**config.mk**
```make
export PLATFORM = sky130hd
export DESIGN_NAME = axis_read_arb
export DESIGN_NICKNAME = d
export VERILOG_FILES = /design/src/rtl/axis_read_arb.sv
export SDC_FILE = /design/constraint.sdc
export NUM_CORES = 1
export LEC_CHECK = 0
export ABC_AREA = 1
export CAP_MARGIN = 20
export CELL_PAD_IN_SITES_DETAIL_PLACEMENT = 2
export CELL_PAD_IN_SITES_GLOBAL_PLACEMENT = 2
export CORE_MARGIN = 4
export CORE_UTILIZATION = 17
export CTS_CLUSTER_SIZE = 24
export DETAILED_ROUTE_END_ITERATION = 16
export PLACE_DENSITY = 0.95
export RECOVER_POWER = 25
export REMOVE_ABC_BUFFERS = 1
export SKIP_CTS_REPAIR_TIMING = 1
export SYNTH_ARGS = -nofsm -noshare
export SYNTH_HDL_FRONTEND = slang
export SYNTH_SLANG_ARGS = --single-unit
```
**constraint.sdc**
```tcl
create_clock -name clk -period 1.6 [get_ports clk]
set_input_delay 0.16 -clock clk [delete_from_list [all_inputs] [get_ports clk]]
set_output_delay 0.16 -clock clk [all_outputs]
set_load 0.03 [all_outputs]
```
**src/rtl/axis_read_arb.sv**
```systemverilog
// Round-robin arbiter that shares one AXI read master port (AR + R) between
// NUM_PORTS axis_read engines. AR requests are registered onto the master
// channel tagged with the port index as ARID; R beats are steered back by RID.
module axis_read_arb #(
  parameter int unsigned NUM_PORTS      = 2,
  parameter int unsigned IDX_WIDTH      = 1,
  parameter int unsigned AXI_ID_WIDTH   = 8,
  parameter int unsigned AXI_LEN_WIDTH  = 8,
  parameter int unsigned AXI_ADDR_WIDTH = 32,
  parameter int unsigned AXI_DATA_WIDTH = 32
) (
  input  logic                                clk,
  input  logic                                rst,
  input  logic [NUM_PORTS*AXI_ADDR_WIDTH-1:0] s_araddr,
  input  logic [NUM_PORTS*AXI_LEN_WIDTH-1:0]  s_arlen,
  input  logic [NUM_PORTS-1:0]                s_arvalid,
  output logic [NUM_PORTS-1:0]                s_arready,
  input  logic                                m_arready,
  output logic [AXI_ID_WIDTH-1:0]             m_arid,
  output logic [AXI_ADDR_WIDTH-1:0]           m_araddr,
  output logic [AXI_LEN_WIDTH-1:0]            m_arlen,
  output logic                                m_arvalid,
  input  logic [AXI_ID_WIDTH-1:0]             m_rid,
  input  logic                                m_rresp,
  input  logic                                m_rlast,
  input  logic [AXI_DATA_WIDTH-1:0]           m_rdata,
  input  logic                                m_rvalid,
  output logic                                m_rready,
  output logic [NUM_PORTS-1:0]                s_rvalid,
  input  logic [NUM_PORTS-1:0]                s_rready,
  output logic                                id_err
);

  logic [IDX_WIDTH-1:0]      ptr_q, ptr_d;
  logic [IDX_WIDTH-1:0]      grant, cand;
  logic                      any_valid;
  logic                      load;
  logic                      m_arvalid_q, m_arvalid_d;
  logic [AXI_ID_WIDTH-1:0]   m_arid_q, m_arid_d;
  logic [AXI_ADDR_WIDTH-1:0] m_araddr_q, m_araddr_d;
  logic [AXI_LEN_WIDTH-1:0]  m_arlen_q, m_arlen_d;
  logic [AXI_ADDR_WIDTH-1:0] grant_addr;
  logic [AXI_LEN_WIDTH-1:0]  grant_len;
  logic                      id_err_q, id_err_d;
  logic [IDX_WIDTH-1:0]      sel;
  logic                      in_range;

  // Data, resp and last are broadcast straight to the engines; not needed here.
  logic unused_r;
  assign unused_r = ^{m_rresp, m_rlast, m_rdata};

  // Output register can take a new beat when empty or draining this cycle.
  assign load = ~m_arvalid_q | m_arready;

  // Round-robin search starting at ptr, wrapping modulo NUM_PORTS.
  always_comb begin
    any_valid = 1'b0;
    grant     = '0;
    cand      = '0;
    for (int unsigned k = 0; k < NUM_PORTS; k++) begin
      cand = IDX_WIDTH'((32'(ptr_q) + k) % NUM_PORTS);
      if (!any_valid && s_arvalid[cand]) begin
        any_valid = 1'b1;
        grant     = cand;
      end
    end
  end

  // Mux the granted port's address and length.
  always_comb begin
    grant_addr = '0;
    grant_len  = '0;
    for (int unsigned i = 0; i < NUM_PORTS; i++) begin
      if (grant == IDX_WIDTH'(i)) begin
        grant_addr = s_araddr[i*AXI_ADDR_WIDTH +: AXI_ADDR_WIDTH];
        grant_len  = s_arlen[i*AXI_LEN_WIDTH +: AXI_LEN_WIDTH];
      end
    end
  end

  // AR next state: reload on a grant, empty on an idle load, otherwise hold.
  always_comb begin
    s_arready   = '0;
    ptr_d       = ptr_q;
    m_arvalid_d = m_arvalid_q;
    m_arid_d    = m_arid_q;
    m_araddr_d  = m_araddr_q;
    m_arlen_d   = m_arlen_q;
    if (load) begin
      if (any_valid) begin
        s_arready[grant] = 1'b1;
        m_arvalid_d      = 1'b1;
        m_arid_d         = AXI_ID_WIDTH'(grant);
        m_araddr_d       = grant_addr;
        m_arlen_d        = grant_len;
        ptr_d            = (32'(grant) == NUM_PORTS - 1) ? '0 : grant + IDX_WIDTH'(1);
      end else begin
        m_arvalid_d = 1'b0;
      end
    end
  end

  // R steering by RID; out-of-range beats are sunk and flagged.
  assign sel      = m_rid[IDX_WIDTH-1:0];
  assign in_range = ((m_rid >> IDX_WIDTH) == '0) && (32'(sel) < NUM_PORTS);

  always_comb begin
    s_rvalid = '0;
    for (int unsigned i = 0; i < NUM_PORTS; i++) begin
      s_rvalid[i] = m_rvalid & in_range & (sel == IDX_WIDTH'(i));
    end
    m_rready = in_range ? s_rready[sel] : 1'b1;
    id_err_d = id_err_q | (m_rvalid & ~in_range);
  end

  // State registers with synchronous active-high reset.
  always_ff @(posedge clk) begin
    if (rst) begin
      ptr_q       <= '0;
      m_arvalid_q <= 1'b0;
      m_arid_q    <= '0;
      m_araddr_q  <= '0;
      m_arlen_q   <= '0;
      id_err_q    <= 1'b0;
    end else begin
      ptr_q       <= ptr_d;
      m_arvalid_q <= m_arvalid_d;
      m_arid_q    <= m_arid_d;
      m_araddr_q  <= m_araddr_d;
      m_arlen_q   <= m_arlen_d;
      id_err_q    <= id_err_d;
    end
  end

  assign m_arvalid = m_arvalid_q;
  assign m_arid    = m_arid_q;
  assign m_araddr  = m_araddr_q;
  assign m_arlen   = m_arlen_q;
  assign id_err    = id_err_q;

endmodule

```
== Yosys cells after proc, flatten, opt, wreduce, memory -nomap -nowiden ==
Cells that the tools add are included.

* Flip-flop bits (word level): 44
* Input port bits: 130
* Output and inout port bits: 55
* Logic and storage cells: 46

* Add/sub/neg operators: 2
* Order comparisons: 5
* Mux-type cells: 19
* Bitwise logic cells: 9
* Reductions and logical operators: 5

{| class="wikitable"
|+ Operator list
! operator !! count
|-
| 32-bit 2-to-1 mux || 1
|-
| 1-bit 2-to-1 mux || 14
|-
| 8-bit zero test || 1
|-
| 1-bit by 2-bit less-than comparator with 1-bit output (second input constant) || 4
|-
| 8-bit 2-to-1 mux || 1
|-
| 1-bit bitwise AND || 4
|-
| 2-bit 2-to-1 mux || 2
|-
| 1-bit inverter || 3
|-
| 1-bit adder (second input constant) || 2
|-
| 1-bit logical AND || 2
|-
| 1-bit bitwise OR || 2
|-
| 2-bit AND reduction || 1
|-
| 1-bit demux with 1-bit select || 1
|-
| 1-bit greater-or-equal comparator (second input constant) || 1
|-
| 1-bit zero test || 1
|}

== Longest topological paths before layout ==
Gate-level depths: netlist of the first run.

* Word-level depth: 12
* Depth in mapped cells: 8
* Mapped depth without buffers: 7

== Least setup slack after synthesis of the first run ==
OpenSTA, ideal clock, no wires.

* Path kind: flip-flop to output port
* Start point: register m_arvalid_q (netlist: m_arvalid)
* End point: output s_arready[1]
* Data arrival time: 1216 ps
* Required time: 1440 ps
* Setup slack: 224 ps
* Cell stages (with the launch flop): 6
* Path buffers: 2
* Cell sequence: dfxtp_1 > nand2_1 > buf_4 > buf_4 > nand3_1 > inv_1

* Cells in the longest elaborated chain, start to end: 3

{| class="wikitable"
|+ Ends and longest elaborated chain
! element !! RTL line !! text
|-
| from (decl) || 38 || <nowiki>logic m_arvalid_q, m_arvalid_d;</nowiki>
|-
| from (signal assigned) || 127 || <nowiki>m_arvalid_q <= m_arvalid_d;</nowiki>
|-
| 1-bit inverter || 53 || <nowiki>assign load = ~m_arvalid_q | m_arready;</nowiki>
|-
| 1-bit bitwise OR || 53 ||
|-
| 2-bit 2-to-1 mux || 89 || <nowiki>if (load) begin</nowiki>
|-
| to (decl) || 17 || <nowiki>output logic [NUM_PORTS-1:0] s_arready,</nowiki>
|}

No other way between the ends.

== Worst setup path after layout of the first run ==
* Start point: register m_araddr_q[14] (netlist: m_araddr[14])
* End point: output m_araddr[14]

{| class="wikitable"
|+ RTL lines
! element !! RTL line !! text
|-
| from (decl) || 40 || <nowiki>logic [AXI_ADDR_WIDTH-1:0] m_araddr_q, m_araddr_d;</nowiki>
|-
| from (signal assigned) || 129 || <nowiki>m_araddr_q <= m_araddr_d;</nowiki>
|-
| to (decl) || 20 || <nowiki>output logic [AXI_ADDR_WIDTH-1:0] m_araddr,</nowiki>
|}

No word-level cell between the ends.

==> key figures, run 1 <==
Power and ir drop
  – Peak supply drop: 0.386 mV
  – Leak: 1.91 nW
  – Pwr Total: 3.37 mW
  – PD cells: 822 nW/um^2

Route
  – Via count: 2959
  – First-pass detailed-route iteration total: 4
  – Antenna-violating nets left: 0
  – DR DRC count: 0
  – Drt wl/cell: 15.6 um
  – Initial DRC count: 83
  – DRT Wirelength: 10400 um
  – Vias per Instance: 4.46

Worst setup path
  – Reg2reg start: m_arvalid$_SDFFE_PP0P_
  – R2r endpoint: m_araddr[3]$_SDFFE_PP0P_
  – Critical-path cell list: clkdlybuf4s50_1
  – Crit path largest cell delay: 0.71 ns
  – WP buf/inv: 1
  – WP data arrival: 1.37 ns
  – Worst path slowest cell: clkdlybuf4s50_1
  – Critical Path Fanout Max: 2
  – WP data required: 1.44 ns
  – R2R cell count: 7
  – R2R Setup Slk: 0.22 ns
  – Stages on worst setup path: 1
  – Crit Path Class: register to output pin
  – Worst setup SP type: register
  – Setup crit end kind: output pin
  – Delay-heaviest family, CP: buffers and inverters

Final layout
  – Area of the multi-input gates: 1100 sq um
  – Layout cells sized above 1: 0.0534
  – # diodes: 0
  – Nets: 616
  – Fin util: 0.306
  – Flip-flop and latch area: 881 sq um
  – Area grow syn2layout: 74.0%
  – Fillers: 1567

Synth
  – Most common cell in the netlist: nand2_1
  – Biggest area consumer among synthesized cells: dfxtp_1
  – Post-Syn Area: 2360 sq um
  – Synth Instances: 356
  – Count of cell types in the netlist: 16
  – Synth area leaders: dfxtp_1 (37%), nand3_1 (17%), nand2_1 (14%), nand4_1 (11%), inv_1 (7.6%)
  – Post-synth top area share: 0.374
  – Syn avg cell area: 6.62 sq um
  – Yosys reg bits: 44
  – Ys flop type: dfxtp_1
  – Share of flip-flops with an asynchronous set or reset: 0
  – Sequential-to-total area share from yosys stat: 0.374
  – Post-synth EDFFs: 0
  – Commonest cells in the netlist: nand2_1 (90), nand3_1 (82), inv_1 (48)
  – Yosys Warn Count: 0

STA
  – Final hold vios: 0
  – Post-layout min period: 1.53 ns
  – RSZ-0062 raised after global routing: false
  – Fin crit share: 0.957
  – Setup Skew: 0.00769 ns
  – Maximum clock rate: 0.653 GHz
  – Max-slew violations: 0
  – Hold WS: 0.370 ns
  – Worst Tran Pin Value: 0.493 ns
  – Endpoints failing setup: 0
  – Slew headroom: 0.669

Place
  – DP Wirelength: 8110 um
  – I/O Buffers: 143
  – Placer congestion estimate: 0.767

Clocking
  – Htree depth: 2
  – Sink Count: 44
  – Worst-path clk slew: 0.06 ns
  – Root Buffer: clkbuf_16
  – CTS tree: yes
  – Clk buf depth: 2
  – Total CTS buffers: 5
  – Worst skew pair latency: 0.29 ns

Hold path
  – Hold EP: m_arid[0]$_SDFFE_PP0P_
  – HP Class: input port to register
  – WHS Path Cells: 4
  – Worst hold start: s_arvalid[0]

GRT
  – First-pass GRT wire length: 17200 um
  – Largest net degree at the start of global routing: 43
  – GRT Total Usage: 0.132
  – Antenna violations before repair: 0
  – Vias in the first global route: 3395
  – Grt ovf: 0

Floorplan
  – Initial core utilization: 0.176
  – Core Region: 13400 sq um
  – # rows: 42
  – Ports: 185
  – Die Wd: 126 um
  – Die ar.: 15800 sq um
  – Die height: 126 um

Job
  – Max cap viols: 0

Run status
  – Status: finished clean
stage by stage:
stage                     area [sq um]  worst slack [ns]  setup TNS [ns]  std cells
after floorplan                   2170             -1.20          -52.89        325
after global placement            3970           -0.0921         -0.0921        655
after detailed placement          3970            -0.147          -0.172        655
after CTS                         4110            -0.162          -0.162        663
after global routing              4100            0.0164               0        663
final                             4100            0.0683               0        663
cell usage in the layout (no fill, tap or decap):
cell and n:
conb_1 7, a21oi_4 1, o21ai_0 1, nor2_1 5, inv_1 48, buf_2 1
dlymetal6s2s_1 2, clkbuf_1 3, nand3_1 82, clkdlybuf4s50_1 135, buf_4 9, nand2_2 1
inv_2 1, a21oi_1 4, dfxtp_1 44, nand4_1 40, nor2_2 1, buf_12 6
clkbuf_16 5, nand2_1 89, clkbuf_8 1, o21ai_1 1
layer usage:
metal | track usage | vias to the layer above | share of wire | routed length, um
met5 | 0 | - | 0 | 0
met4 | 0.0265 | 0 | 0.0082 | 85
met3 | 0.0487 | 8 | 0.074 | 765
met2 | 0.246 | 114 | 0.52 | 5370
met1 | 0.143 | 1425 | 0.40 | 4150
li1 | - | 1412 | - | -
worst max-delay path by stage:
stage | startpoint | endpoint
2_1_floorplan | m_arvalid$_SDFFE_PP0P_ | m_araddr[0]$_SDFFE_PP0P_
3_3_place_gp | m_rid[1] | m_rready
3_5_place_dp | m_rid[1] | m_rready
4_1_cts | m_rid[1] | m_rready
5_1_grt | m_rid[1] | s_rvalid[0]
6_report | m_araddr[14]$_SDFFE_PP0P_ | m_araddr[14]
cell type report:
| cell class | instances | share of cell area |
|---|---|---|
| Tap cell | 176 | 0.0537 |
| Inverter | 49 | 0.0448 |
| Clock buffer | 8 | 0.0357 |
| Sequential cell | 44 | 0.215 |
| Timing Repair Buffer | 154 | 0.383 |
| Multi-Input combinational cell | 232 | 0.268 |
where the power goes:
group	internal [mW]	total (mW)	switching (mW)
registers	1.19	1.24	0.0521
logic	0.505	1.08	0.580
clock network	0.624	1.05	0.428
cells by family after synthesis:
kind of cell,synth area share
simple gates,0.433
compound gates,0.0244
flops,0.374
buf+inv,0.167
other cells,0.00159
registers in the layout (all words and copies together), names as in the netlist:
name       flops
ptr_q          1
id_err         1
m_arvalid      1
m_araddr      32
m_arid         1
m_arlen        8
Power figures use the tool's default switching activity.
==> inputs of run 2 (changes only) <==
==> constraint.sdc (replaced) <==
create_clock -name clk -period 1.6 [get_ports clk]
set_input_delay 0.16 -clock clk [delete_from_list [all_inputs] [get_ports clk]]
set_output_delay 0.16 -clock clk [all_outputs]
set_load 0.1 [all_outputs]
==> key figures, run 2 (synthesis results as in run 1) <==
Final layout
  – Fin area: 4290 sq um
  – Fin util: 0.320
  – # diodes: 0
  – Flip-flop and latch area: 881 sq um
  – Commonest non-fill, non-tap cell in the layout: clkdlybuf4s50_1
  – Fillers: 1524
  – Max reg flops: 32
  – Area grow syn2layout: 82.1%
  – Layout cells sized above 1: 0.152
  – Most frequent cells in the layout: clkdlybuf4s50_1 (93), nand2_1 (88), nand3_1 (82)
  – Area of the multi-input gates: 1120 sq um
  – Nets: 616
  – Post-Layout Cell Count: 663

Route
  – Drt wl/cell: 16.9 um
  – Initial DRC count: 66
  – First-pass detailed-route iteration total: 4
  – Vias per Instance: 4.50
  – DR DRC count: 0
  – Via count: 2984
  – DRT Wirelength: 11200 um
  – Antenna-violating nets left: 0

Power and ir drop
  – Peak supply drop: 0.337 mV
  – PD cells: 931 nW/um^2
  – Leak: 2.06 nW

Clocking
  – Clk buf depth: 2
  – Htree depth: 2
  – Total CTS buffers: 5
  – Worst-path clk slew: 0.06 ns
  – Sink Count: 44
  – CTS tree: yes
  – Root Buffer: clkbuf_16
  – Worst skew pair latency: 0.28 ns

Place
  – Area post-placement: 4440 sq um
  – DP Wirelength: 8770 um
  – Placed Cells: 655
  – Dpl ws: -0.0621 ns
  – Placer congestion estimate: 0.751
  – I/O Buffers: 143

GRT
  – Antenna violations before repair: 0
  – Grt ovf: 0
  – Met2 track demand over resource: 0.257
  – Largest net degree at the start of global routing: 43
  – Vias in the first global route: 3408
  – GR Util met1: 0.157
  – GRT Total Usage: 0.141
  – GR peak layer: met2
  – First-pass GRT wire length: 18100 um
  – GR Util met3: 0.0500

STA
  – Max-slew violations: 0
  – RSZ-0062 raised after global routing: false
  – Slew headroom: 0.626
  – Final hold vios: 0
  – Setup Skew: 0.00515 ns
  – Maximum clock rate: 0.668 GHz
  – Fin Setup TNS: 0 ns
  – Post-layout min period: 1.50 ns
  – Final worst setup slack: 0.103 ns
  – Worst Tran Pin Value: 0.564 ns
  – Fin crit share: 0.935
  – Endpoints failing setup: 0

Worst setup path
  – Reg2reg start: ptr_q$_SDFFE_PP0P_
  – R2r endpoint: m_arlen[3]$_SDFFE_PP0P_
  – Critical Path Fanout Max: 2
  – Setup crit end kind: output pin
  – Worst setup SP type: input port
  – R2R Setup Slk: 0.30 ns
  – WP data required: 1.44 ns
  – R2R cell count: 7
  – WP data arrival: 1.34 ns
  – Crit Path Class: input port to output pin

Hold path
  – HP Class: input port to register
  – Hold EP: ptr_q$_SDFFE_PP0P_
  – WHS Path Cells: 5
  – Worst hold start: s_arvalid[0]

Floorplan
  – Ports: 185
  – Die Wd: 126 um
  – Die ar.: 15800 sq um
  – Die height: 126 um
  – Core Region: 13400 sq um
  – # rows: 42
  – Initial core utilization: 0.176

Job
  – Max cap viols: 0

Run status
  – Status: finished clean
[run 2: cell count changes in the layout (fill, tap and decap cells not counted), sizes merged]
cell	delta
dlymetal6s2s	-1
clkbuf	+20
clkdlybuf4s50	-42
buf	+23
[run 2: metrics by stage]
step                power, mW  hold slack, ns
floorplan                2.26           0.229
global route             4.22           0.433
detailed placement       3.14           0.493
finish                   4.00           0.392
CTS                      4.25           0.408
global placement         3.08           0.479
[run 2: critical path: stages]
cell and delay (ns):
clkdlybuf4s50_1 0.40, nor2_1 0.10, nand2_1 0.08, nor2_2 0.14
nand2_2 0.09, nor2_2 0.17, buf_12 0.19
[run 2: final cells by class]
cell class / count / share of cell area
timing repair buffer: 154 / 0.405
tap: 176 / 0.0513
clock buffer: 8 / 0.0341
sequential: 44 / 0.205
multi-input combinational: 232 / 0.261
inverter: 49 / 0.0428
[run 2: layer usage]
layer  vias to the layer above  share of wire
li1                       1409              -
met1                      1450           0.38
met2                       114           0.53
met3                        11          0.076
met4                         0          0.013
met5                         -              0
[run 2: where the power goes]
part           internal, mW  switching, mW
clock network         0.624          0.428
logic                 0.565           1.12
registers              1.19         0.0746
total                  2.37           1.62
[run 2: worst max-delay path by stage]
| stage | startpoint | end | slack [ns] | cells past startpoint |
|---|---|---|---|---|
| after global placement | s_arvalid[0] | m_arlen[7]$_SDFFE_PP0P_ | 0.06 | 8 |
| after detailed placement | s_arvalid[0] | m_araddr[24]$_SDFFE_PP0P_ | -0.06 | 8 |
| after CTS | m_rid[1] | s_rvalid[1] | -0.001 | 7 |
| after global routing | m_rid[1] | s_rvalid[0] | 0.01 | 7 |
| after floorplan | m_arvalid$_SDFFE_PP0P_ | m_araddr[0]$_SDFFE_PP0P_ | -1.83 | 6 |
| final | m_rid[1] | s_rvalid[0] | 0.10 | 7 |
==> inputs of run 3 (changes only) <==
Settings changed: ABC_AREA 1 to not set, CORE_UTILIZATION 17 to 16, PLACE_DENSITY 0.95 to 0.91, SKIP_LAST_GASP set to 1.
==> key figures, run 3 <==
Clocking
  – CTS tree: yes
  – Htree depth: 2
  – Clk buf depth: 2
  – Worst-path clk slew: 0.06 ns
  – Worst skew pair latency: 0.29 ns
  – Sink Count: 44
  – Total CTS buffers: 5
  – Root Buffer: clkbuf_16

Route
  – Highest metal used: met4
  – Vias per Instance: 4.74
  – Via count: 2775
  – DRT met1 WL: 4550 um
  – Metal2 WL: 6200 um
  – DRT Wirelength: 11600 um
  – Antenna-violating nets left: 0
  – First-pass detailed-route iteration total: 4
  – Initial DRC count: 78
  – DR WL met3: 676 um
  – DR DRC count: 0
  – Drt wl/cell: 19.9 um

STA
  – Setup Skew: 0.00635 ns
  – Post-layout min period: 1.69 ns
  – RSZ-0062 raised after global routing: true
  – Worst Tran Pin Value: 0.570 ns
  – Final hold vios: 0
  – Fin crit share: 1.06
  – Maximum clock rate: 0.591 GHz
  – Final worst setup slack: -0.0921 ns
  – Fin Setup TNS: -0.217 ns
  – Max-slew violations: 0
  – Endpoints failing setup: 3
  – Hold WS: 0.311 ns
  – Slew headroom: 0.622

GRT
  – GRT Total Usage: 0.144
  – Vias in the first global route: 3145
  – Largest net degree at the start of global routing: 33
  – First-pass GRT wire length: 17100 um
  – Grt ovf: 0
  – Antenna violations before repair: 0

Final layout
  – Area grow syn2layout: 96.1%
  – Fillers: 1496
  – Layout cells sized above 1: 0.230
  – Area of the multi-input gates: 1120 sq um
  – Commonest non-fill, non-tap cell in the layout: clkdlybuf4s50_1
  – # diodes: 0
  – Nets: 539
  – Max reg flops: 32
  – Most frequent cells in the layout: clkdlybuf4s50_1 (88), dfxtp_1 (44), o21ai_0 (42)
  – Flip-flop and latch area: 881 sq um

Run status
  – Violated checks: negative setup slack
  – Status: finished, violations left

Synth
  – Post-synth EDFFs: 0
  – Synth area leaders: dfxtp_1 (41%), a31oi_1 (12%), nand4_1 (12%), o21ai_0 (9.7%), nand3_1 (9.5%)
  – Post-synth top area share: 0.408
  – Most common cell in the netlist: dfxtp_1
  – Count of cell types in the netlist: 23
  – Sequential-to-total area share from yosys stat: 0.408
  – Ys flop type: dfxtp_1
  – Yosys Warn Count: 0
  – Yosys reg bits: 44
  – Commonest cells in the netlist: dfxtp_1 (44), o21ai_0 (42), nand3_1 (41)
  – Biggest area consumer among synthesized cells: dfxtp_1
  – Share of flip-flops with an asynchronous set or reset: 0
  – Syn avg cell area: 7.96 sq um
  – Synth Instances: 271
  – Post-Syn Area: 2160 sq um

Worst setup path
  – Reg2reg start: ptr_q$_SDFFE_PP0P_
  – R2R Setup Slk: 0.32 ns
  – Setup crit end kind: output pin
  – R2R cell count: 5
  – R2r endpoint: m_arlen[4]$_SDFFE_PP0P_
  – WP data required: 1.44 ns
  – Crit Path Class: input port to output pin
  – Critical Path Fanout Max: 3
  – WP data arrival: 1.53 ns
  – Worst setup SP type: input port

Floorplan
  – Core Region: 13200 sq um
  – Ports: 185
  – Die height: 124 um
  – Die Wd: 124 um
  – Die ar.: 15400 sq um
  – Initial core utilization: 0.163
  – # rows: 42

Place
  – I/O Buffers: 143
  – Placer congestion estimate: 0.675
  – Dpl ws: -0.367 ns
  – DP Wirelength: 8880 um

Power and ir drop
  – Pwr Total: 3.96 mW
  – Leak: 1.60 nW
  – PD cells: 936 nW/um^2
  – Peak supply drop: 0.336 mV

Hold path
  – Worst hold start: rst
  – Hold EP: m_araddr[27]$_SDFFE_PP0P_
  – WHS Path Cells: 2
  – HP Class: input port to register

Job
  – Max cap viols: 0
-- run 3: cell types whose count changed in the layout (fill, tap and decap cells not counted), moves of 5 or more --
cell             previous run  this run
a31oi_1                     0        40
buf_4                       6        18
clkdlybuf4s50_1            93        88
inv_1                      48         3
nand2_1                    88         1
nand3_1                    82        41
o21ai_0                     1        42
-- run 3: how the worst max path moves through the flow --
stage	start	endpoint	slack (ns)	cells past startpoint
global route	m_rid[5]	s_rvalid[0]	-0.15	5
detailed placement	m_rid[3]	s_rvalid[0]	-0.37	5
finish	m_rid[5]	s_rvalid[0]	-0.09	5
CTS	m_rid[3]	s_rvalid[0]	-0.37	5
floorplan	m_arvalid$_SDFFE_PP0P_	s_arready[1]	-1.70	3
global placement	m_rid[3]	s_rvalid[0]	-0.27	5
-- run 3: final cells by class --
| class | count | share of cell area |
|---|---|---|
| repair buffers | 168 | 0.437 |
| inverters | 3 | 0.00266 |
| clock buffers | 7 | 0.0361 |
| flip-flops and latches | 44 | 0.208 |
| multi-input cells | 187 | 0.264 |
| well taps | 176 | 0.0520 |
-- run 3: per-stage QoR --
stage          instances  area (sq um)  utilization
5_1_grt              585          4230        0.320
4_1_cts              580          4500        0.340
6_report             585          4230        0.320
3_5_place_dp         573          4350        0.328
3_3_place_gp         573          4350        0.328
2_1_floorplan        234          1970            -
-- run 3: routing by layer --
layer	GRT usage	up-vias
met5	0	-
met4	0.0438	0
met3	0.0318	12
met2	0.274	92
met1	0.160	1375
li1	-	1296
-- run 3: kinds of logic after synthesis --
logic type	share of synthesized area
mux	0.00464
other cells	0.00174
compound gates	0.232
simple gates	0.250
buf+inv	0.103
flops	0.408
-- run 3: critical path, stage by stage --
cell and delay [ns]:
dlymetal6s2s_1 0.13, or4_4 0.51, nor4_4 0.29, and3b_2 0.26, buf_12 0.17
-- run 3: power by group --
group	leakage (nW)	switching, mW	internal (mW)
sequential	0.364	0.0688	1.18
combinational	1.16	1.05	0.551
clock	0.0760	0.455	0.657
